`src/rtl/slv_i2c_line_cond.sv`:
```
// -----------------------------------------------------------------------------
// slv_i2c_line_cond
//
// Input conditioner for the I2C slave. Brings the raw, asynchronous SCL/SDA
// pins into the CLK domain, removes short glitches, and produces the edge and
// SCL mid-phase strobes that the slave FSM runs from.
//
// Parameters
//   SYNC_STG  synchroniser flops per line (>= 2)
//   FILT_LEN  CLKs a new synchronised level must persist before it is
//             accepted (0 bypasses the filter)
//   CNT_W     width of the SCL phase counter and latched phase lengths (>= 3)
//
// Ports
//   CLK           in   system clock
//   RST_n         in   asynchronous reset, active-low
//   IO_SCL        in   raw SCL pin (asynchronous)
//   IO_SDA        in   raw SDA pin (asynchronous)
//   O_SCL         out  synchronised, filtered SCL
//   O_SDA         out  synchronised, filtered SDA
//   O_RS_SCL      out  1-CLK strobe, SCL rising edge
//   O_FL_SCL      out  1-CLK strobe, SCL falling edge
//   O_RS_SDA      out  1-CLK strobe, SDA rising edge
//   O_FL_SDA      out  1-CLK strobe, SDA falling edge
//   O_MDL_LW_SCL  out  1-CLK strobe in the middle of the SCL low phase
//   O_MDL_HG_SCL  out  1-CLK strobe in the middle of the SCL high phase
//   O_START       out  1-CLK START strobe
//   O_STOP        out  1-CLK STOP strobe
//
// Build option
//   SLV_I2C_START_STOP_DET_EN  when defined, O_START/O_STOP are decoded from
//                              the SDA edge strobes while SCL is high; when
//                              undefined they are tied to 0.
//
// Timing notes
//   A raw level change reaches O_SCL/O_SDA SYNC_STG+FILT_LEN CLKs later. All
//   strobes are registered: every strobe flop is loaded from the *next*
//   value of the line/counter, so a strobe is high in exactly the CLK in
//   which the corresponding condition becomes visible on the outputs.
// -----------------------------------------------------------------------------
module slv_i2c_line_cond #(
  parameter int SYNC_STG = 2,
  parameter int FILT_LEN = 3,
  parameter int CNT_W    = 16
) (
  input  logic CLK,
  input  logic RST_n,
  input  logic IO_SCL,
  input  logic IO_SDA,
  output logic O_SCL,
  output logic O_SDA,
  output logic O_RS_SCL,
  output logic O_FL_SCL,
  output logic O_RS_SDA,
  output logic O_FL_SDA,
  output logic O_MDL_LW_SCL,
  output logic O_MDL_HG_SCL,
  output logic O_START,
  output logic O_STOP
);

  // Filter counter only ever holds 0 .. FILT_LEN-1.
  localparam int FCW = (FILT_LEN > 1) ? $clog2(FILT_LEN) : 1;
  localparam logic [CNT_W-1:0] CNT_MAX = '1;
  localparam logic [CNT_W-1:0] MIN_LEN = CNT_W'(4);

  // Line index 0 = SCL, 1 = SDA throughout.
  logic [1:0]               w_raw;
  logic [1:0][SYNC_STG-1:0] r_sync;
  logic [1:0]               w_syn;
  logic [1:0]               w_line;      // current conditioned level
  logic [1:0]               w_line_nxt;  // level after the coming CLK edge

  assign w_raw = {IO_SDA, IO_SCL};

  // ---------------------------------------------------------------------------
  // Synchroniser chains, idle-high out of reset
  // ---------------------------------------------------------------------------
  always_ff @(posedge CLK or negedge RST_n) begin
    if (!RST_n) begin
      r_sync <= '1;
    end else begin
      for (int l = 0; l < 2; l++) begin
        r_sync[l] <= {r_sync[l][SYNC_STG-2:0], w_raw[l]};
      end
    end
  end

  always_comb begin
    w_syn = '0;
    for (int l = 0; l < 2; l++) begin
      w_syn[l] = r_sync[l][SYNC_STG-1];
    end
  end

  // ---------------------------------------------------------------------------
  // Glitch filter
  // ---------------------------------------------------------------------------
  if (FILT_LEN == 0) begin : g_bypass
    // The conditioned line is the last sync stage; its next value is
    // whatever currently sits in the stage before it.
    assign w_line = w_syn;
    always_comb begin
      w_line_nxt = '0;
      for (int l = 0; l < 2; l++) begin
        w_line_nxt[l] = r_sync[l][SYNC_STG-2];
      end
    end
  end else begin : g_filt
    logic [1:0]          r_filt;
    logic [1:0][FCW-1:0] r_fcnt;
    logic [1:0]          w_diff;
    logic [1:0]          w_take;

    // w_take marks the FILT_LEN-th consecutive mismatching CLK.
    always_comb begin
      w_diff     = '0;
      w_take     = '0;
      w_line_nxt = '0;
      for (int l = 0; l < 2; l++) begin
        w_diff[l]     = w_syn[l] ^ r_filt[l];
        w_take[l]     = w_diff[l] && (r_fcnt[l] == FCW'(FILT_LEN - 1));
        w_line_nxt[l] = w_take[l] ? w_syn[l] : r_filt[l];
      end
    end

    always_ff @(posedge CLK or negedge RST_n) begin
      if (!RST_n) begin
        r_filt <= '1;
        r_fcnt <= '0;
      end else begin
        r_filt <= w_line_nxt;
        for (int l = 0; l < 2; l++) begin
          if (!w_diff[l] || w_take[l]) begin
            r_fcnt[l] <= '0;
          end else begin
            r_fcnt[l] <= r_fcnt[l] + 1'b1;
          end
        end
      end
    end

    assign w_line = r_filt;
  end

  assign O_SCL = w_line[0];
  assign O_SDA = w_line[1];

  // ---------------------------------------------------------------------------
  // Edge strobes
  // ---------------------------------------------------------------------------
  logic [1:0] w_rs_nxt;
  logic [1:0] w_fl_nxt;
  logic [1:0] r_rs;
  logic [1:0] r_fl;

  assign w_rs_nxt =  w_line_nxt & ~w_line;
  assign w_fl_nxt = ~w_line_nxt &  w_line;

  always_ff @(posedge CLK or negedge RST_n) begin
    if (!RST_n) begin
      r_rs <= '0;
      r_fl <= '0;
    end else begin
      r_rs <= w_rs_nxt;
      r_fl <= w_fl_nxt;
    end
  end

  assign O_RS_SCL = r_rs[0];
  assign O_FL_SCL = r_fl[0];
  assign O_RS_SDA = r_rs[1];
  assign O_FL_SDA = r_fl[1];

  // ---------------------------------------------------------------------------
  // SCL phase measurement
  //   r_cnt_ph is 0 in the CLK of an SCL edge strobe and counts up
  //   (saturating) afterwards. On each edge the phase that just ended is
  //   r_cnt_ph+1 CLKs long. That length is only trusted if the phase began
  //   at a real edge (r_ph_ok), did not saturate, and is long enough to have
  //   a middle distinct from its edge CLK.
  // ---------------------------------------------------------------------------
  logic             w_scl_edge_nxt;
  logic             w_sat;
  logic [CNT_W-1:0] w_len;
  logic             w_len_ok;
  logic [CNT_W-1:0] w_cnt_nxt;
  logic [CNT_W-1:0] w_lw_len_nxt;
  logic [CNT_W-1:0] w_hg_len_nxt;
  logic             w_lw_vld_nxt;
  logic             w_hg_vld_nxt;
  logic             w_mdl_lw_nxt;
  logic             w_mdl_hg_nxt;

  logic [CNT_W-1:0] r_cnt_ph;
  logic [CNT_W-1:0] r_lw_len;
  logic [CNT_W-1:0] r_hg_len;
  logic             r_lw_vld;
  logic             r_hg_vld;
  logic             r_ph_ok;
  logic             r_mdl_lw;
  logic             r_mdl_hg;

  always_comb begin
    w_scl_edge_nxt = w_rs_nxt[0] | w_fl_nxt[0];
    w_sat          = (r_cnt_ph == CNT_MAX);
    w_len          = r_cnt_ph + 1'b1;
    w_len_ok       = r_ph_ok && !w_sat && (w_len >= MIN_LEN);

    w_cnt_nxt = r_cnt_ph;
    if (w_scl_edge_nxt) begin
      w_cnt_nxt = '0;
    end else if (!w_sat) begin
      w_cnt_nxt = r_cnt_ph + 1'b1;
    end

    // Rising edge closes a low phase, falling edge closes a high phase.
    w_lw_len_nxt = w_rs_nxt[0] ? w_len    : r_lw_len;
    w_lw_vld_nxt = w_rs_nxt[0] ? w_len_ok : r_lw_vld;
    w_hg_len_nxt = w_fl_nxt[0] ? w_len    : r_hg_len;
    w_hg_vld_nxt = w_fl_nxt[0] ? w_len_ok : r_hg_vld;

    // The counter passes each value at most once per phase, so these fire
    // at most once; the half-length is always >= 2, so never on the edge CLK.
    w_mdl_lw_nxt = !w_line_nxt[0] && w_lw_vld_nxt && (w_cnt_nxt == (w_lw_len_nxt >> 1));
    w_mdl_hg_nxt =  w_line_nxt[0] && w_hg_vld_nxt && (w_cnt_nxt == (w_hg_len_nxt >> 1));
  end

  always_ff @(posedge CLK or negedge RST_n) begin
    if (!RST_n) begin
      r_cnt_ph <= '0;
      r_lw_len <= '0;
      r_hg_len <= '0;
      r_lw_vld <= 1'b0;
      r_hg_vld <= 1'b0;
      r_ph_ok  <= 1'b0;
      r_mdl_lw <= 1'b0;
      r_mdl_hg <= 1'b0;
    end else begin
      r_cnt_ph <= w_cnt_nxt;
      r_lw_len <= w_lw_len_nxt;
      r_hg_len <= w_hg_len_nxt;
      r_lw_vld <= w_lw_vld_nxt;
      r_hg_vld <= w_hg_vld_nxt;
      r_ph_ok  <= r_ph_ok | w_scl_edge_nxt;
      r_mdl_lw <= w_mdl_lw_nxt;
      r_mdl_hg <= w_mdl_hg_nxt;
    end
  end

  assign O_MDL_LW_SCL = r_mdl_lw;
  assign O_MDL_HG_SCL = r_mdl_hg;

  // ---------------------------------------------------------------------------
  // START / STOP decode
  //   An SDA edge only counts while SCL is stably high: a coincident SCL edge
  //   makes the bus condition ambiguous, so neither strobe is raised.
  // ---------------------------------------------------------------------------
`ifdef SLV_I2C_START_STOP_DET_EN
  logic w_scl_edge;
  assign w_scl_edge = r_rs[0] | r_fl[0];
  assign O_START    = r_fl[1] & w_line[0] & ~w_scl_edge;
  assign O_STOP     = r_rs[1] & w_line[0] & ~w_scl_edge;
`else
  assign O_START = 1'b0;
  assign O_STOP  = 1'b0;
`endif

endmodule
```
`config.mk`:
```
export PLATFORM = sky130hd
export DESIGN_NAME = slv_i2c_line_cond
export DESIGN_NICKNAME = d
export VERILOG_FILES = /design/src/rtl/slv_i2c_line_cond.sv
export SDC_FILE = /design/constraint.sdc
export NUM_CORES = 1
export LEC_CHECK = 0
export CORE_MARGIN = 4
export CORE_UTILIZATION = 60
export CTS_BUF_LIST = sky130_fd_sc_hd__clkbuf_16
export DETAILED_ROUTE_END_ITERATION = 10
export PLACE_DENSITY = 0.82
export SKIP_CTS_REPAIR_TIMING = 1
export SLEW_MARGIN = 25
export SYNTH_ARGS = -nofsm -noshare
export SYNTH_HDL_FRONTEND = slang
export SYNTH_SLANG_ARGS = --single-unit
```
`constraint.sdc`:
```
create_clock -name CLK -period 3.4 [get_ports CLK]
set_input_delay 0.68 -clock CLK [delete_from_list [all_inputs] [get_ports CLK]]
set_output_delay 0.68 -clock CLK [all_outputs]
set_load 0.03 [all_outputs]
```
==> metrics.txt, run 1 <==
result of the run completed; number of cells on the worst reg-to-reg path 9; worst skew pair latency 0.34 ns; worst min-delay path category flop to flop; clk root buf sky130_fd_sc_hd__clkbuf_16; RSZ-0062 raised after global routing false; DPL Wire Length 5384 um; Total Nets Final 368; top cells by count, synth sky130_fd_sc_hd__dfrtp_1 (59), sky130_fd_sc_hd__nor2_1 (47), sky130_fd_sc_hd__a21oi_1 (37); Min-Delay Startpoint r_sync[2]; number of max-slew violations in the final report 0; Longest Clk Path Bufs 2; total leakage power 1.666 nW; count of state elements after synthesis 65; met1 routing resource usage after global routing 0.2894; RePlAce Congestion 1.054; Power Dens Cells 956.5 mW/mm^2; distinct cell type count of the synthesized netlist 47; Worst VDD drop 0.6487 mV; DR DRC count 0; area of the mapped netlist 0.003403 mm^2; Area growth syn-to-layout 13.64%; TritonCTS Buffers 9; Data required, critical path 3.64 ns; cell area after layout 0.003867 mm^2; num ports 14; sequential-to-total area share from yosys stat 0.4801; proportion of register bits with asynchronous set or reset after synthesis 1.000; depth of the CTS H-tree 3; TritonCTS clock tree done; remaining max-slew budget at the tightest pin 0.5216; Worst Max-Slew Pin Slew 0.7125 ns; shortest clock period the worst path allows after layout 3.214 ns; antenna cell count 0; Final Setup Violations 0; number of buffers inserted by port buffering 11; number of antenna violations at the first check in global routing 0; combined area of the multi-input logic cells 0.001625 mm^2; PnR worst setup slack 0.1856 ns; Reg2Reg Launch Point g_filt.r_filt[0]; count of antenna-violating nets left after detailed routing 0; number of inserted filler cells in the final layout 427; Hold Path Sink r_sync[3]; average wire length per cell after detail routing 17.69 um; dpl cell area 0.003580 mm^2; skew final 0.008797 ns; Die Ht 83.32 um; highest fanout seen on the critical path 13; Crit. End Element flop; flop2flop setup slack 0.19 ns; leading cell types by total area after synthesis sky130_fd_sc_hd__dfrtp_1 (43%), sky130_fd_sc_hd__xnor2_1 (6.4%), sky130_fd_sc_hd__a21oi_1 (5.4%); critical path class flop to flop; Yosys Warn Count 0; vias per cell 6.129; mean post-synth cell area 9.779 um^2; share of final-layout standard cells stronger than drive strength 1 0.1157; initial standard-cell utilization of the core 0.6180; maximum operating frequency 0.3111 GHz; Data arrival, critical path 3.46 ns; busiest layer in global routing met2; number of max-capacitance violations reported 0; aggregate routed wire length 7694 um; hold path depth 0; Total Routing Usage GR 0.2396; count of routing violations after the opening detailed-route iteration 256; pre-CTS setup slack 0.2848 ns; worst slack on hold paths 0.3546 ns; Post-Synthesis Cells 348; final-report hold violation count 0; number of enable-type register cells in the synthesized netlist 0; GRT Residual Overflow 0; endpoint of the worst-slack reg-to-reg timing path O_MDL_LW_SCL; Clock Sink Count 65; overall die width 83.32 um; via count of the first global-routing pass 2642; most repeated cell in the gate-level netlist after synthesis sky130_fd_sc_hd__dfrtp_1; wire length of the first global-routing pass 12860 um; Cell Rows 27; startpoint types flop; core area 0.005507 mm^2; setup tns final 0 ns; largest net degree at the start of global routing 35; clock slew at reported path FFs 0.05 ns; number of optimization iterations in the first detailed-route pass 4; routed via count 2666; fraction of met2 tracks used by global routing 0.3746; Final Cycle Share 0.9454; Synth Flop Type sky130_fd_sc_hd__dfrtp_1; top cell type's share of synthesized area 0.4338; die area 0.006941 mm^2; global-route met3 utilization 0.07143; Seq. cell area 0.001634 mm^2; cell type with the highest aggregate area in the netlist sky130_fd_sc_hd__dfrtp_1
-- final cells by class --
| class | count | area share |
|---|---|---|
| Multi-Input combinational cell | 248 | 0.4203 |
| Clock inverter | 7 | 0.01423 |
| Clock buffer | 9 | 0.05823 |
| Tap cell | 72 | 0.02329 |
| Timing Repair Buffer | 20 | 0.04788 |
| Sequential cell | 65 | 0.4225 |
| Inverter | 14 | 0.01359 |
-- state kept, by name, indices dropped and copies added (netlist names) --
register	flops
g_filt.r_fcnt	4
r_lw_len	15
r_sync	4
r_hg_len	15
r_lw_vld	1
O_MDL_HG_SCL	1
g_filt.r_filt	2
r_fl	2
O_MDL_LW_SCL	1
r_rs	2
r_cnt_ph	16
r_ph_ok	1
r_hg_vld	1
-- per-stage QoR --
step             util  instances  power [mW]
2_1_floorplan       -        349       2.355
3_3_place_gp   0.6501        419       2.748
3_5_place_dp   0.6501        419       2.810
4_1_cts        0.7010        435       3.710
5_1_grt        0.7023        435       3.945
6_report       0.7023        435       3.699
-- worst max path at each step --
stage                          start      endpoint  slack (ns)
global placement    g_filt.r_filt[0]  O_MDL_LW_SCL        0.37
detailed placement       r_cnt_ph[0]  O_MDL_HG_SCL        0.28
CTS                 g_filt.r_filt[0]  O_MDL_LW_SCL        0.26
floorplan           g_filt.r_filt[0]  O_MDL_LW_SCL        0.49
finish              g_filt.r_filt[0]  O_MDL_LW_SCL        0.19
global route        g_filt.r_filt[0]  O_MDL_HG_SCL        0.03
-- logic make-up after synthesis --
family | after synthesis | share of synthesized area
and+or+nand+nor | 128 | 0.2096
buffers and inverters | 36 | 0.04559
adders and majority gates | 6 | 0.02206
DFF | 65 | 0.4801
AOI/OAI and AO/OA | 63 | 0.1125
muxes | 6 | 0.01838
xor gates and xnor gates | 43 | 0.1107
other | 1 | 0.001102
-- power by group --
group | internal (mW) | switching, mW
Combinational | 0.610 | 1.04
Clock | 0.553 | 0.316
Sequential | 1.06 | 0.124
Total | 2.22 | 1.48
-- per-layer routing --
layer / wire length (um) / vias up
met5: 0 / -
met4: 322 / 0
met3: 502 / 25
met2: 3760 / 111
met1: 3108 / 1301
li1: - / 1229
-- critical path, stage by stage, from the launching register on --
cell	delay, ns
sky130_fd_sc_hd__dfstp_2	0.57
sky130_fd_sc_hd__inv_1	0.06
sky130_fd_sc_hd__o21ai_0	0.58
sky130_fd_sc_hd__ha_1	0.38
sky130_fd_sc_hd__inv_1	0.36
sky130_fd_sc_hd__a21oi_1	0.18
sky130_fd_sc_hd__xor2_1	0.20
sky130_fd_sc_hd__nor4_1	0.46
sky130_fd_sc_hd__nand2_1	0.13
sky130_fd_sc_hd__nor4_2	0.21
-- cell usage in the layout, fill, tap and decap left out, types with 2 or more instances in the layout --
master                            netlist  layout
sky130_fd_sc_hd__a211oi_1               2       2
sky130_fd_sc_hd__a21o_1                 3       3
sky130_fd_sc_hd__a21oi_1               37      37
sky130_fd_sc_hd__a21oi_2                2       2
sky130_fd_sc_hd__and4_1                 3       3
sky130_fd_sc_hd__buf_4                  2       8
sky130_fd_sc_hd__clkbuf_16              0       9
sky130_fd_sc_hd__clkdlybuf4s50_1        0      10
sky130_fd_sc_hd__clkinv_2               0       2
sky130_fd_sc_hd__conb_1                 1       2
sky130_fd_sc_hd__dfrtp_1               59      59
sky130_fd_sc_hd__dfstp_2                6       6
sky130_fd_sc_hd__ha_1                   6       6
sky130_fd_sc_hd__inv_1                 14      17
sky130_fd_sc_hd__mux2_2                 2       2
sky130_fd_sc_hd__mux2i_1                4       4
sky130_fd_sc_hd__nand2_1               18      18
sky130_fd_sc_hd__nand2b_1               3       3
sky130_fd_sc_hd__nand3_1               12      12
sky130_fd_sc_hd__nand3b_1               2       2
sky130_fd_sc_hd__nand4_1               12      12
sky130_fd_sc_hd__nor2_1                47      47
sky130_fd_sc_hd__nor3_1                10      10
sky130_fd_sc_hd__nor4_1                 6       6
sky130_fd_sc_hd__nor4_2                 4       4
sky130_fd_sc_hd__nor4_4                 2       2
sky130_fd_sc_hd__nor4b_1                3       3
sky130_fd_sc_hd__o2111ai_1              2       2
sky130_fd_sc_hd__o211ai_1               2       2
sky130_fd_sc_hd__o21ai_0                5       5
sky130_fd_sc_hd__o22ai_1                2       2
sky130_fd_sc_hd__o311ai_0               2       2
sky130_fd_sc_hd__xnor2_1               25      25
sky130_fd_sc_hd__xor2_1                18      17
No activity file was read; power rests on OpenSTA's default activity.
==> inputs of run 2 (changes only) <==
--- a/config.mk
+++ b/config.mk
@@ -9,6 +9,7 @@
 export CORE_UTILIZATION = 60
 export CTS_BUF_LIST = sky130_fd_sc_hd__clkbuf_16
 export DETAILED_ROUTE_END_ITERATION = 10
+export MAX_ROUTING_LAYER = met4
 export PLACE_DENSITY = 0.82
 export SKIP_CTS_REPAIR_TIMING = 1
 export SLEW_MARGIN = 25
==> metrics.txt, run 2 (synthesis gave the netlist of run 1 again) <==
result of the run completed (unchanged); Final Cycle Share 0.9171 (was 0.9454); commonest cells after routing, fill and taps aside sky130_fd_sc_hd__dfrtp_1 (59), sky130_fd_sc_hd__nor2_1 (47), sky130_fd_sc_hd__a21oi_1 (37) (unchanged); Final Setup Violations 0 (unchanged); count of placed standard cells including taps 419 (unchanged); antenna cell count 0 (unchanged); shortest clock period the worst path allows after layout 3.118 ns (was 3.214 ns); remaining max-slew budget at the tightest pin 0.4934 (was 0.5216); DR DRC count 0 (unchanged); Layout Cells excl Fill 435 (unchanged); wire length of the first global-routing pass 12900 um (was 12860 um); setup tns final 0 ns (unchanged); worst skew pair latency 0.33 ns (was 0.34 ns); die area 0.006941 mm^2 (unchanged); most common library cell in the layout ignoring fill and taps sky130_fd_sc_hd__dfrtp_1 (unchanged); Total Routing Usage GR 0.2434 (was 0.2396); RSZ-0062 raised after global routing false (unchanged); Total Nets Final 368 (unchanged); worst min-delay path category input port to asynchronous set/reset pin (was flop to flop); total leakage power 1.645 nW (was 1.666 nW); Crit. End Element flop (unchanged); number of max-slew violations in the final report 0 (unchanged); GRT Residual Overflow 0 (unchanged); global-route met3 utilization 0.07639 (was 0.07143); clk root buf sky130_fd_sc_hd__clkbuf_16 (unchanged); number of max-capacitance violations reported 0 (unchanged); busiest layer in global routing met2 (unchanged); fraction of met2 tracks used by global routing 0.3520 (was 0.3746); critical path class flop to flop (unchanged); num ports 14 (unchanged); core area 0.005507 mm^2 (unchanged); vias per cell 6.028 (was 6.129); startpoint types flop (unchanged); share of final-layout standard cells stronger than drive strength 1 0.1102 (was 0.1157); number of inserted filler cells in the final layout 394 (was 427); TritonCTS clock tree done (unchanged); number of antenna violations at the first check in global routing 0 (unchanged); register with the most flip-flops r_cnt_ph (unchanged); RePlAce Congestion 1.024 (was 1.054); Clock Sink Count 65 (unchanged); number of buffers inserted by port buffering 11 (unchanged); worst path bufs/invs 0 (was 2); TritonCTS Buffers 9 (unchanged); overall die width 83.32 um (unchanged); Largest stage delay, worst path 0.66 ns (was 0.58 ns); initial standard-cell utilization of the core 0.6180 (unchanged); number of optimization iterations in the first detailed-route pass 5 (was 4); met1 routing resource usage after global routing 0.3091 (was 0.2894); DPL Wire Length 5092 um (was 5384 um); cells traversed along the worst timing path ha_1 -> nand3_4 -> xor2_1 -> o2111ai_1 -> nor4_1 -> o22ai_1 -> nand4_1 -> a211oi_2 (was inv_1 -> o21ai_0 -> ha_1 -> inv_1 -> a21oi_1 -> xor2_1 -> nor4_1 -> nand2_1 -> nor4_2); final-report hold violation count 0 (unchanged); max reg flops 16 (unchanged); clock slew at reported path FFs 0.05 ns (about the same); highest-delay cell along the critical path sky130_fd_sc_hd__xor2_1 (was sky130_fd_sc_hd__o21ai_0); Power Dens Cells 936.9 mW/mm^2 (was 956.5 mW/mm^2); Worst Max-Slew Pin Slew 0.7573 ns (was 0.7125 ns); largest registers ranked by flip-flop count r_cnt_ph (16), r_hg_len (15), r_lw_len (15) (unchanged); average wire length per cell after detail routing 16.92 um (was 17.69 um); maximum operating frequency 0.3207 GHz (was 0.3111 GHz); count of routing violations after the opening detailed-route iteration 264 (was 256); aggregate routed wire length 7360 um (was 7694 um); Area growth syn-to-layout 12.79% (was 13.64%); highest fanout seen on the critical path 11 (was 13); routed via count 2622 (was 2666); core occupancy in the finished layout 0.6971 (was 0.7023); via count of the first global-routing pass 2601 (was 2642); Die Ht 83.32 um (unchanged); Data required, critical path 3.59 ns (was 3.64 ns); depth of the CTS H-tree 3 (unchanged); Worst VDD drop 0.5540 mV (was 0.6487 mV); Data arrival, critical path 3.31 ns (was 3.46 ns); skew final 0.009134 ns (was 0.008797 ns); count of antenna-violating nets left after detailed routing 0 (unchanged); largest net degree at the start of global routing 46 (was 35); Cell Rows 27 (unchanged); kind of cell adding the most delay to the critical path simple AND/OR/NAND/NOR gates (unchanged); Longest Clk Path Bufs 2 (unchanged)
## run 2: worst paths after layout
check / startpoint / depth (start not counted) / to / slack (ns)
worst max register to register: r_cnt_ph[0] / 8 / O_MDL_HG_SCL / 0.28
max in group asynchronous: RST_n / 2 / g_filt.r_filt[1] / 2.37
worst max-delay path: r_cnt_ph[0] / 8 / O_MDL_HG_SCL / 0.28
min in group CLK: r_sync[0] / 0 / r_sync[1] / 0.35
worst min register to register: r_sync[0] / 0 / r_sync[1] / 0.35
worst min-delay path: RST_n / 1 / r_lw_len[13] / 0.34
## run 2: area by class of cell
class / count / area, um^2 / share of cell area
clock buffers: 9 / 225.2 / 0.05867
well taps: 72 / 90.09 / 0.02347
multi-input cells: 248 / 1618 / 0.4214
clock inverters: 7 / 31.28 / 0.008149
repair buffers: 20 / 187.7 / 0.04889
flip-flops and latches: 65 / 1634 / 0.4257
inverters: 14 / 52.55 / 0.01369
## run 2: through the flow
stage               power (mW)  area (um^2)  hold slack [ns]  setup WS [ns]
global route             3.873         3839           0.3602        0.08252
finish                   3.596         3839           0.3374         0.2820
detailed placement       2.798         3580           0.3476         0.3302
CTS                      3.614         3836           0.3550         0.3039
global placement         2.746         3580           0.3461         0.4031
floorplan                2.355         3407           0.3452         0.4867
## run 2: metal layers
layer  routed length [um]  part of all wire
met5                    0                 0
met4                  216             0.029
met3                  504             0.068
met2                 3487              0.47
met1                 3152              0.43
## run 2: report_power, final
part	leakage [nW]	switching [mW]	internal, mW
logic	0.704	1.03	0.609
registers	0.811	0.123	1.06
clock network	0.130	0.304	0.477
==> inputs of run 3 (changes only) <==
--- a/config.mk
+++ b/config.mk
@@ -11,7 +11,6 @@
 export DETAILED_ROUTE_END_ITERATION = 10
 export MAX_ROUTING_LAYER = met4
 export PLACE_DENSITY = 0.82
-export SKIP_CTS_REPAIR_TIMING = 1
 export SLEW_MARGIN = 25
 export SYNTH_ARGS = -nofsm -noshare
 export SYNTH_HDL_FRONTEND = slang
==> results of run 3 <==
Final layout, timing and power as in run 2 (identical DEF).
